<file path="src/rtl/ebus_pkg.sv">
// Shared types and constants for the EBUS transfer sequencer.
package ebus_pkg;

    typedef enum logic [2:0] {
        ST_IDLE,
        ST_SETUP,
        ST_DEMAND,
        ST_HOLD,
        ST_DONE,
        ST_ABORT
    } ebusState_e;

    localparam logic [0:2] EBUS_FUNC_READ  = 3'd0;
    localparam logic [0:2] EBUS_FUNC_WRITE = 3'd1;
    localparam logic [0:2] EBUS_FUNC_CONO  = 3'd2;
    localparam logic [0:2] EBUS_FUNC_CONI  = 3'd3;
    localparam logic [0:2] EBUS_FUNC_DATAO = 3'd4;
    localparam logic [0:2] EBUS_FUNC_DATAI = 3'd5;

    localparam int EBUS_TIMEOUT_DEFAULT = 63;
    localparam int EBUS_SETUP_DEFAULT   = 2;

endpackage

</file>
<file path="src/rtl/ebus_xfer.sv">
// EBUS transfer sequencer between the EDP data path and the EBUS.
// Optional odd-parity generation/checking is enabled by defining EBUS_PARITY_EN.
module ebus_xfer
    import ebus_pkg::*;
#(
    parameter int TIMEOUT = EBUS_TIMEOUT_DEFAULT,
    parameter int SETUP   = EBUS_SETUP_DEFAULT
) (
    input  logic        clk,
    input  logic        reset,
    input  logic        start,
    input  logic        dirOut,
    input  logic [0:2]  func,
    input  logic [0:6]  cs,
    input  logic [0:35] AD,
    input  logic [0:35] ebusDataIn,
    input  logic        ebusXfer,
    output logic [0:35] ebusD,
    output logic [0:35] ebusDataOut,
    output logic        ebusDrive,
    output logic        adToEBUS_L,
    output logic        adToEBUS_R,
    output logic [0:6]  ebusCS,
    output logic [0:2]  ebusFunc,
    output logic        ebusDemand,
    output logic        busy,
    output logic        done,
`ifdef EBUS_PARITY_EN
    input  logic        ebusParIn,
    output logic        ebusParOut,
    output logic        parErr,
`endif
    output logic        timeout
);

    localparam logic [7:0] TIMEOUT_C  = 8'(TIMEOUT);
    localparam logic [7:0] SETUP_LAST = 8'(SETUP - 1);

    ebusState_e  state_q, state_d;
    logic [7:0]  timer_q, timer_d;
    logic        dir_q;
    logic [0:2]  func_q;
    logic [0:6]  cs_q;
    logic [0:35] dataOut_q, dataOut_d;
    logic [0:35] ebusD_q;
    logic        accept;
    logic        dirNext;
    logic        driveNext;
    logic        inputLoad;
    logic        active;
    logic        drive;

    assign accept    = (state_q == ST_IDLE) && start;
    assign dirNext   = accept ? dirOut : dir_q;
    assign inputLoad = (state_q == ST_DEMAND) && ebusXfer && !dir_q;

    always_ff @(posedge clk) begin
        if (reset) begin
            state_q <= ST_IDLE;
        end else begin
            state_q <= state_d;
        end
    end

    always_comb begin
        state_d = state_q;
        case (state_q)
            ST_IDLE:   if (start) state_d = ST_SETUP;
            ST_SETUP:  if (timer_q == SETUP_LAST) state_d = ST_DEMAND;
            ST_DEMAND: begin
                // An acknowledge arriving on the last allowed cycle still wins over the abort.
                if (ebusXfer) begin
                    state_d = ST_HOLD;
                end else if (timer_q == TIMEOUT_C) begin
                    state_d = ST_ABORT;
                end
            end
            ST_HOLD:   if (!ebusXfer) state_d = ST_DONE;
            ST_DONE:   state_d = ST_IDLE;
            ST_ABORT:  state_d = ST_IDLE;
            default:   state_d = ST_IDLE;
        endcase
    end

    // One counter paces SETUP and times DEMAND; it restarts on every state change.
    always_comb begin
        timer_d = timer_q;
        if (state_d != state_q) begin
            timer_d = '0;
        end else if (((state_q == ST_SETUP) || (state_q == ST_DEMAND)) && (timer_q != 8'hFF)) begin
            timer_d = timer_q + 8'd1;
        end
    end

    always_comb begin
        driveNext = dirNext && ((state_d == ST_SETUP) || (state_d == ST_DEMAND) || (state_d == ST_HOLD));
        dataOut_d = driveNext ? AD : '0;
    end

    always_ff @(posedge clk) begin
        if (reset) begin
            timer_q   <= '0;
            dir_q     <= 1'b0;
            func_q    <= '0;
            cs_q      <= '0;
            dataOut_q <= '0;
            ebusD_q   <= '0;
        end else begin
            timer_q   <= timer_d;
            dataOut_q <= dataOut_d;
            if (accept) begin
                dir_q  <= dirOut;
                func_q <= func;
                cs_q   <= cs;
            end
            if (inputLoad) begin
                ebusD_q <= ebusDataIn;
            end
        end
    end

    always_comb begin
        active     = (state_q == ST_SETUP) || (state_q == ST_DEMAND) || (state_q == ST_HOLD);
        drive      = active && dir_q;
        ebusDrive  = drive;
        adToEBUS_L = drive;
        adToEBUS_R = drive;
        ebusCS     = active ? cs_q : '0;
        ebusFunc   = active ? func_q : '0;
        ebusDemand = (state_q == ST_DEMAND) || (state_q == ST_HOLD);
        busy       = (state_q != ST_IDLE);
        done       = (state_q == ST_DONE);
        timeout    = (state_q == ST_ABORT);
    end

    assign ebusDataOut = dataOut_q;
    assign ebusD       = ebusD_q;

`ifdef EBUS_PARITY_EN
    logic parIn_q;

    always_ff @(posedge clk) begin
        if (reset) begin
            parIn_q <= 1'b0;
        end else if (inputLoad) begin
            parIn_q <= ebusParIn;
        end
    end

    // Parity bit makes data plus parity odd; an even total on input is an error.
    assign ebusParOut = ebusDrive & ~(^dataOut_q);
    assign parErr     = (state_q == ST_DONE) && !dir_q && !(^{ebusD_q, parIn_q});
`endif

endmodule

</file>
<file path="config.mk">
export PLATFORM = sky130hd
export DESIGN_NAME = ebus_xfer
export DESIGN_NICKNAME = d
export VERILOG_FILES = /design/src/rtl/ebus_pkg.sv /design/src/rtl/ebus_xfer.sv
export SDC_FILE = /design/constraint.sdc
export NUM_CORES = 1
export LEC_CHECK = 0
export BUFFER_PORTS_ARGS = -buffer_cell sky130_fd_sc_hd__buf_4
export CAP_MARGIN = 20
export CORE_MARGIN = 10
export CORE_UTILIZATION = 45
export CTS_BUF_LIST = sky130_fd_sc_hd__clkbuf_8
export DETAILED_ROUTE_END_ITERATION = 7
export PLACE_DENSITY = 0.77
export SKIP_CTS_REPAIR_TIMING = 1
export SLEW_MARGIN = 20
export SYNTH_ARGS = -nofsm -noshare
export SYNTH_HDL_FRONTEND = slang
export SYNTH_SLANG_ARGS = --single-unit
</file>
<file path="constraint.sdc">
create_clock -name clk -period 3.2 [get_ports clk]
set_clock_uncertainty 0.15 [all_clocks]
set_input_delay 0.32 -clock clk [delete_from_list [all_inputs] [get_ports clk]]
set_output_delay 0.32 -clock clk [all_outputs]
set_load 0.05 [all_outputs]
</file>
Word-level counts from Yosys, hierarchy flattened:

Index checks and enable logic that the tools add are counted.

* register bits: 94
* input port bits: 87
* output and inout bits: 89
* logic and storage cells: 46

* add/sub/neg operators: 1
* equal/unequal tests: 12
* muxes and demuxes: 9
* bitwise operators: 1
* reduce and logical (&&, ||, !) cells: 16

Operators with widths (number)
* $mux W3: 6
* $eq A3 B2 Y1 const B: 4
* $pmux W3 S4: 1
* $add A8 B1 Y8 const B: 1
* $eq A8 B1 Y1 const B: 1
* $eq A8 B6 Y1 const B: 1
* $ne A8 B8 Y1 const B: 1
* $mux W7: 1
* $eq A3 B1 Y1 const B: 2
* $eq A3 B3 Y1 const B: 2
* $logic_and A1 B1 Y1: 6
* $logic_or A1 B1 Y1: 5
* $reduce_or A2 Y1: 2
* $logic_not A3 Y1: 1
* $ne A3 B3 Y1: 1
* $reduce_bool A3 Y1: 1
* $logic_not A1 Y1: 1
* $mux W1: 1
* $not A1 Y1: 1

Logic depth before layout (Yosys ltp):

Gate-level depths: netlist (run 1).

* word-level depth: 10
* depth in mapped cells: 8

Worst setup path before layout (run 1):

Ideal clock, no wire load.

* path type: reg-to-output
* start: register state_q[0]
* end: output adToEBUS_R
* arrival: 1.669 ns
* slack: 1.061 ns
* cell stages (with the launch flop): 7
* buffers on the path: 3
* path through: dfxtp_1 -> buf_4 -> nor2_1 -> nor2_1 -> clkbuf_1 -> and2_1 -> buf_4

* word-level cells in the longest chain between the ends: 4
* elaborated cells on any way between the ends: 6
* classes of those cells: eq/ne: 3; reduce/logical: 3

Ends and longest elaborated chain
* from (decl): line ebus_xfer.sv:39 `ebusState_e state_q, state_d;`
* from (signal assigned): line ebus_xfer.sv:61 `state_q <= state_d;`
* $eq A3 B1 Y1 or $eq A3 B2 Y1 (tied branches): line ebus_xfer.sv:123 `active = (state_q == ST_SETUP) || (state_q == ST_DEMAND) || (state_q == ST_HOLD);`
* $logic_or A1 B1 Y1: line ebus_xfer.sv:123
* $logic_or A1 B1 Y1 *: line ebus_xfer.sv:123
* $logic_and A1 B1 Y1 *: line ebus_xfer.sv:124 `drive = active && dir_q;`
* to (decl): line ebus_xfer.sv:22 `output logic adToEBUS_R,`

Mark *: on every way between the ends. The rest lies on a longest branch, timed or not.

Worst setup path after layout (run 1):

* start: register state_q[0]
* end: output ebusDrive

* word-level cells in the longest chain between the ends: 4
* elaborated cells on any way between the ends: 6
* classes of those cells: eq/ne: 3; reduce/logical: 3

Ends and longest elaborated chain
* $eq A3 B1 Y1 or $eq A3 B2 Y1 (tied branches): line ebus_xfer.sv:123
* $logic_or A1 B1 Y1: line ebus_xfer.sv:123
* $logic_or A1 B1 Y1 *: line ebus_xfer.sv:123
* $logic_and A1 B1 Y1 *: line ebus_xfer.sv:124
* to (decl): line ebus_xfer.sv:20 `output logic ebusDrive,`

Marks and branches as above.

==> summary.json, run 1 <==
{
  "overall_global_routing_usage": {"value": 18.0, "unit": "%"},
  "dr_total_vias": {"value": 3170},
  "synthesis.yosys.warnings": {"value": 0},
  "timing.setup.tns": {"value": 0, "unit": "ns"},
  "layout-drive-gt1-share": {"value": 35.6, "unit": "%"},
  "async_flop_share": {"value": 0, "unit": "%"},
  "drt-vias-per-instance": {"value": 4.80},
  "outcome": {"value": "finished clean"},
  "finalWirelength": {"value": 10.7, "unit": "mm"},
  "cts.clk_slew.worst_paths": {"value": 0.10, "unit": "ns"},
  "critPathSlowestCell": {"value": "dfxtp_1"},
  "setup.worst_path.class": {"value": "flip-flop to output pin"},
  "power_density": {"value": 483, "unit": "mW/mm^2"},
  "worst_skew_pair.late_latency": {"value": 0.35, "unit": "ns"},
  "global_route.overflow_total": {"value": 0},
  "post_syn_nets": {"value": 479},
  "die_area": {"value": 0.0115, "unit": "mm^2"},
  "worst_setup_path_end_kind": {"value": "output pin"},
  "stage_delay_of_the_slowest_cell_on_the_critical_path": {"value": 0.62, "unit": "ns"},
  "clockRootBuffer": {"value": "clkbuf_8"},
  "gpl.final_weighted_congestion": {"value": 0.888},
  "drt-pass1-iter-count": {"value": 4},
  "numCtsBuffers": {"value": 9},
  "place_hpwl": {"value": 8.29, "unit": "mm"},
  "syn_avg_cell_area": {"value": 8.81, "unit": "um^2"},
  "maxCapViolCount": {"value": 0},
  "yosys_register_bits": {"value": 94},
  "ir_worst_vdd": {"value": 0.471, "unit": "mV"},
  "numClockSinks": {"value": 94},
  "power": {"value": 2430, "unit": "uW"},
  "type_of_element_launching_the_critical_path": {"value": "flip-flop"},
  "antenna_left": {"value": 0},
  "total_leakage_power": {"value": 0.00223, "unit": "uW"},
  "finalHoldViolCount": {"value": 0},
  "floorplan.die.width": {"value": 107, "unit": "um"},
  "ioPinCount": {"value": 176},
  "critical_path.max_fanout": {"value": 13},
  "timing.final.max_slew_violations": {"value": 0},
  "initial_antenna_violation_count": {"value": 0},
  "die-height": {"value": 107, "unit": "um"},
  "relSlewSlack": {"value": 57.0, "unit": "%"},
  "netlist_area": {"value": 0.00344, "unit": "mm^2"},
  "placeableCoreArea": {"value": 0.00733, "unit": "mm^2"},
  "ys.flop_type": {"value": "dfxtp_1"},
  "grt_max_degree": {"value": 53},
  "htreeDepth": {"value": 3},
  "fin_crit_sh": {"value": 75.2, "unit": "%"},
  "timing_worst_slew_pin_value": {"value": 0.642, "unit": "ns"},
  "crit_required": {"value": 2.73, "unit": "ns"},
  "cts_tree": {"value": "yes"},
  "number_of_enable_type_register_cells_in_the_synthesized_netlist": {"value": 0},
  "worstPathCellList": {"value": "nor2_1 > nor2_1 > and2_1 > buf_4"},
  "ff2ff_setup_slack": {"value": 0.95, "unit": "ns"},
  "fmax": {"value": 415, "unit": "MHz"},
  "routedWlPerCell": {"value": 16.2, "unit": "um"},
  "drt_iter0_markers": {"value": 121},
  "cts-root-to-sink-buffers": {"value": 2},
  "std_cell_rows": {"value": 31},
  "initial_core_util": {"value": 46.9, "unit": "%"},
  "hold_class": {"value": "input port to flip-flop"},
  "grt_pass1_wl": {"value": 16.5, "unit": "mm"},
  "cp_common_cell": {"value": "nor2_1"},
  "areaGrowthSynthToFinish": {"value": 46.6, "unit": "%"},
  "finalSetupViolCount": {"value": 0},
  "synth.distinct_cells": {"value": 36},
  "port-buffer-count": {"value": 175},
  "antenna_cells_inserted": {"value": 0},
  "post-route-min-period": {"value": 2.41, "unit": "ns"},
  "rsz0062_at_grt": {"value": "false"},
  "netlist_instances": {"value": 390},
  "number_of_global_route_vias_before_repair": {"value": 3184},
  "critical_path_at": {"value": 1.94, "unit": "ns"},
  "seq_area_frac_synth": {"value": 54.8, "unit": "%"},
  "post-route-drc-count": {"value": 0},
  "num-nets-final": {"value": 646}
}
synthesized netlist by cell type, types with 3 or more instances:
| master | instances | share of area (%) |
|---|---|---|
| clkbuf_1 | 18 | 2.0 |
| nor4b_1 | 3 | 0.76 |
| a2111oi_0 | 3 | 0.76 |
| and3_1 | 4 | 0.73 |
| a21oi_1 | 49 | 7.1 |
| nor4_1 | 3 | 0.55 |
| o21ai_0 | 3 | 0.44 |
| a31oi_1 | 3 | 0.55 |
| and2_1 | 48 | 8.7 |
| clkbuf_2 | 4 | 0.58 |
| mux2i_1 | 3 | 0.87 |
| nor3b_1 | 3 | 0.66 |
| a211oi_1 | 4 | 0.87 |
| nor3_1 | 6 | 0.87 |
| nand3_1 | 6 | 0.87 |
| dfxtp_1 | 94 | 55 |
| inv_1 | 4 | 0.44 |
| nand2_1 | 96 | 10 |
| nor2_1 | 10 | 1.1 |
| buf_4 | 4 | 0.87 |
sequential cells by signal, summed over array words and instances, names as in the netlist:
name / cells
cs_q: 7
ebusD: 36
func_q: 3
ebusDataOut: 36
state_q: 3
timer_q: 8
dir_q: 1
metrics by stage:
stage	util (%)	worst slack (ns)	instances	hold WS, ns	cell area (um^2)
final	68.7	0.792	661	0.00156	5040
after detailed placement	65.3	0.958	641	0.295	4780
after global routing	68.7	0.563	661	-0.00847	5040
after global placement	65.3	1.11	641	0.287	4780
after CTS	68.2	0.757	657	-0.00939	5000
after floorplan	-	1.06	390	0.282	3440
critical path, delay by kind of cell, from the launching register on:
family / cells / cell delay (ns)
AND/OR/NAND/NOR: 3 / 0.76
flip-flops: 1 / 0.62
buffers and inverters: 1 / 0.21
kinds of logic (layout without fill, tap and decap cells):
| group | Yosys count | after routing | synth area share (%) |
|---|---|---|---|
| AND/OR/NAND/NOR | 192 | 192 | 28.5 |
| multiplexers | 3 | 3 | 0.874 |
| XOR/XNOR | 2 | 2 | 0.510 |
| flip-flops | 94 | 94 | 54.8 |
| buffers and inverters | 32 | 204 | 4.15 |
| adder cells (fa/ha/maj) | 2 | 2 | 0.728 |
| AO/OA/AOI/OAI | 65 | 65 | 10.5 |
where the power goes:
group | switching (uW) | internal, uW | leakage [uW]
logic | 216 | 156 | 0.00136
clock network | 438 | 398 | 0.000110
registers | 22.5 | 1210 | 0.000761
final timing paths:
| kind | from | endpoint | cells past startpoint |
|---|---|---|---|
| setup / recovery | state_q[0] | ebusDrive | 4 |
| hold / removal | AD[34] | ebusDataOut[34] | 2 |
| setup reg to reg | timer_q[0] | timer_q[7] | 5 |
| hold reg to reg | cs_q[4] | cs_q[4] | 2 |
cell type report:
cell class,count,area [um^2]
inverters,4,15.0
multi-input cells,264,1410
fillers,606,2290
clock inverters,6,76.3
clock buffers,10,138
flip-flops and latches,94,1880
well taps,99,124
repair buffers,184,1390
per-layer routing:
layer	up-vias	GRT usage [%]	wire length, um
met5	-	0	0
li1	1611	-	-
met4	0	6.39	196
met2	114	30.4	5340
met3	14	11.3	1400
met1	1431	17.8	3760
cells in the final DEF, fill, tap and decap left out, types with 4 or more instances in the layout:
cell and count:
buf_4 180, nand2_1 96, dfxtp_1 94, a21oi_1 49
and2_1 48, nor2_1 10, clkbuf_8 10, nor3_1 6
nand3_1 6, inv_1 4, and3_1 4, a211oi_1 4
dlygate4sd3_1 4
No activity file was read; power rests on OpenSTA's default activity.
==> run 2, diff against run 1 <==
--- a/config.mk
+++ b/config.mk
@@ -8,10 +8,10 @@
 export BUFFER_PORTS_ARGS = -buffer_cell sky130_fd_sc_hd__buf_4
 export CAP_MARGIN = 20
 export CORE_MARGIN = 10
-export CORE_UTILIZATION = 45
+export CORE_UTILIZATION = 42
 export CTS_BUF_LIST = sky130_fd_sc_hd__clkbuf_8
 export DETAILED_ROUTE_END_ITERATION = 7
-export PLACE_DENSITY = 0.77
+export PLACE_DENSITY = 0.76
 export SKIP_CTS_REPAIR_TIMING = 1
 export SLEW_MARGIN = 20
 export SYNTH_ARGS = -nofsm -noshare
==> constraint.sdc (replaced) <==
create_clock -name clk -period 2 [get_ports clk]
set_clock_uncertainty 0.15 [all_clocks]
set_input_delay 0.2 -clock clk [delete_from_list [all_inputs] [get_ports clk]]
set_output_delay 0.2 -clock clk [all_outputs]
set_load 0.05 [all_outputs]
==> summary.json, run 2 (synthesis results as in run 1) <==
{
  "timing.final.max_slew_violations": {"value": 0, "change": "unchanged"},
  "depth_of_the_most_critical_reg_to_reg_path": {"value": 7, "change": "+2"},
  "type_of_element_launching_the_critical_path": {"value": "flip-flop"},
  "cp_common_cell": {"value": "nor4b_4"},
  "global_route.overflow_total": {"value": 0, "change": "unchanged"},
  "worst_hold_startpoint": {"value": "dirOut"},
  "die-height": {"value": 110, "unit": "um", "change": "+2.9%"},
  "grt_max_degree": {"value": 51, "change": "-3.8%"},
  "relSlewSlack": {"value": 65.2, "unit": "%", "change": "+8.2 points"},
  "total_leakage_power": {"value": 0.00272, "unit": "uW", "change": "+22%"},
  "htreeDepth": {"value": 3, "change": "unchanged"},
  "antenna_left": {"value": 0, "change": "unchanged"},
  "worstPathCellList": {"value": "buf_6 > nor4b_4 > mux2i_2 > nor4b_4 > buf_4 > clkbuf_16 > and2_1"},
  "fmax": {"value": 484, "unit": "MHz"},
  "layout_commonest_cell": {"value": "buf_4"},
  "crit_required": {"value": 2.10, "unit": "ns", "change": "-0.63 ns"},
  "dr_total_vias": {"value": 3809, "change": "+20%"},
  "timing_worst_slew_pin_value": {"value": 0.522, "unit": "ns", "change": "-0.120 ns"},
  "die_area": {"value": 0.0122, "unit": "mm^2", "change": "+5.8%"},
  "number_of_global_route_vias_before_repair": {"value": 3223, "change": "+1.2%"},
  "crit_family": {"value": "simple AND/OR/NAND/NOR gates"},
  "initial_core_util": {"value": 43.8, "unit": "%", "change": "-3.1 points"},
  "rsz0062_at_grt": {"value": "true"},
  "placeableCoreArea": {"value": 0.00785, "unit": "mm^2", "change": "+7.0%"},
  "fillerInstances": {"value": 475, "change": "-22%"},
  "numClockSinks": {"value": 94, "change": "unchanged"},
  "critical_path_at": {"value": 2.16, "unit": "ns", "change": "+0.22 ns"},
  "worst_skew_pair.late_latency": {"value": 0.35, "unit": "ns", "change": "about the same"},
  "drt_iter0_markers": {"value": 176, "change": "+45%"},
  "finalWirelength": {"value": 13.8, "unit": "mm", "change": "+29%"},
  "gpl.final_weighted_congestion": {"value": 0.870, "change": "-2.0%"},
  "finalSetupViolCount": {"value": 36, "change": "+36"},
  "setup.worst_path.class": {"value": "flip-flop to flip-flop"},
  "hold_class": {"value": "input port to flip-flop"},
  "failed_checks": {"value": "hold timing, setup timing"},
  "worst_setup_path_end_kind": {"value": "flip-flop"},
  "clockRootBuffer": {"value": "clkbuf_8"},
  "ir_worst_vdd": {"value": 0.490, "unit": "mV", "change": "+4.0%"},
  "outcome": {"value": "complete, but fails checks"},
  "floorplan.die.width": {"value": 110, "unit": "um", "change": "+2.9%"},
  "timing.setup.tns": {"value": -1.21, "unit": "ns", "change": "-1.21 ns"},
  "initial_antenna_violation_count": {"value": 2, "change": "+2"},
  "place_hpwl": {"value": 8.18, "unit": "mm", "change": "-1.3%"},
  "launch_point_of_the_worst_reg_to_reg_path": {"value": "state_q[0]"},
  "cts_tree": {"value": "yes"},
  "path_depth": {"value": 7, "change": "+3"},
  "post-route-util": {"value": 78.4, "unit": "%", "change": "+9.7 points"},
  "drt-vias-per-instance": {"value": 4.95, "change": "+3.1%"},
  "worst_path_buffer_plus_inverter_count": {"value": 3, "change": "+2"},
  "finalHoldViolCount": {"value": 1, "change": "+1"},
  "timing.hold.worst_path_depth": {"value": 3, "change": "+1"},
  "ff2ff_setup_slack": {"value": -0.07, "unit": "ns", "change": "-1.02 ns"},
  "regToRegEndpoint": {"value": "ebusDataOut[9]"},
  "power_density": {"value": 666, "unit": "mW/mm^2", "change": "+38%"},
  "final_worst_setup_slack": {"value": -0.0669, "unit": "ns", "change": "-0.859 ns"},
  "critical_path.max_fanout": {"value": 18, "change": "+5"},
  "cts.clk_slew.worst_paths": {"value": 0.09, "unit": "ns", "change": "about the same"},
  "ioPinCount": {"value": 176, "change": "unchanged"},
  "num-nets-final": {"value": 750, "change": "+16%"},
  "power": {"value": 4100, "unit": "uW", "change": "+68%"},
  "fin_crit_sh": {"value": 103, "unit": "%"},
  "routedWlPerCell": {"value": 17.9, "unit": "um", "change": "+11%"},
  "overall_global_routing_usage": {"value": 15.9, "unit": "%", "change": "-2.1 points"},
  "maxCapViolCount": {"value": 0, "change": "unchanged"},
  "post-route-min-period": {"value": 2.07, "unit": "ns"},
  "numCtsBuffers": {"value": 9, "change": "unchanged"},
  "stage_delay_of_the_slowest_cell_on_the_critical_path": {"value": 0.40, "unit": "ns", "change": "-0.22 ns"},
  "mostFrequentLayoutCells": {"value": "buf_4, nand2_1, dfxtp_1"},
  "post-route-drc-count": {"value": 0, "change": "unchanged"},
  "port-buffer-count": {"value": 175, "change": "unchanged"},
  "cts-root-to-sink-buffers": {"value": 2, "change": "unchanged"},
  "hold_path_end": {"value": "dir_q"},
  "grt_pass1_wl": {"value": 16.1, "unit": "mm", "change": "-2.3%"},
  "drt-pass1-iter-count": {"value": 4, "change": "unchanged"},
  "multi_input_area": {"value": 0.00148, "unit": "mm^2", "change": "+4.7%"},
  "std_cell_rows": {"value": 32, "change": "+3.2%"},
  "areaGrowthSynthToFinish": {"value": 79.1, "unit": "%"},
  "critPathSlowestCell": {"value": "nor4b_4"},
  "layout-drive-gt1-share": {"value": 35.9, "unit": "%", "change": "+0.30 points"},
  "hold_ws": {"value": -0.0226, "unit": "ns", "change": "-0.0241 ns"},
  "register_area": {"value": 0.00188, "unit": "mm^2", "change": "+0.13%"}
}
run 2: worst max path at each step:
stage,from,to,slack (ns)
3_3_place_gp,timer_q[0],ebusDataOut[22],0.08
4_1_cts,state_q[1],ebusFunc[2],-0.06
3_5_place_dp,timer_q[0],timer_q[2],-0.05
6_report,state_q[0],ebusDataOut[9],-0.07
2_1_floorplan,timer_q[0],timer_q[1],0.01
5_1_grt,state_q[0],ebusDataOut[9],-0.12
run 2: metrics by stage:
step,std cells,setup WS [ns],area [um^2],hold slack [ns]
finish,770,-0.0669,6150,-0.0226
global route,770,-0.118,6150,0.0162
CTS,681,-0.0594,5190,-0.121
detailed placement,665,-0.0511,4980,0.255
global placement,665,0.0816,4980,0.251
floorplan,390,0.00991,3440,0.172
run 2: metal layers:
| metal | vias to the layer above | share of wire (%) | GRT usage (%) |
|---|---|---|---|
| li1 | 1830 | - | - |
| met1 | 1772 | 37 | 16.3 |
| met2 | 175 | 50 | 26.7 |
| met3 | 32 | 9.9 | 8.48 |
| met4 | 0 | 3.1 | 6.22 |
| met5 | - | 0 | 0 |
run 2: power breakdown:
group | switching [uW] | total (uW) | internal [uW]
clock network | 690 | 1310 | 624
logic | 430 | 832 | 402
registers | 26.1 | 1950 | 1930
run 2: tightest hold or removal path, cell delays in order:
cell	delay, ns
buf_4	0.08
mux2i_2	0.08
nor2_1	0.09
run 2: cell type report:
class / count / area share [%]
flip-flops and latches: 94 / 30.6
inverters: 4 / 0.244
clock buffers: 10 / 2.24
diodes: 2 / 0.0813
repair buffers: 288 / 39.6
multi-input cells: 264 / 24.0
well taps: 102 / 2.07
clock inverters: 6 / 1.16
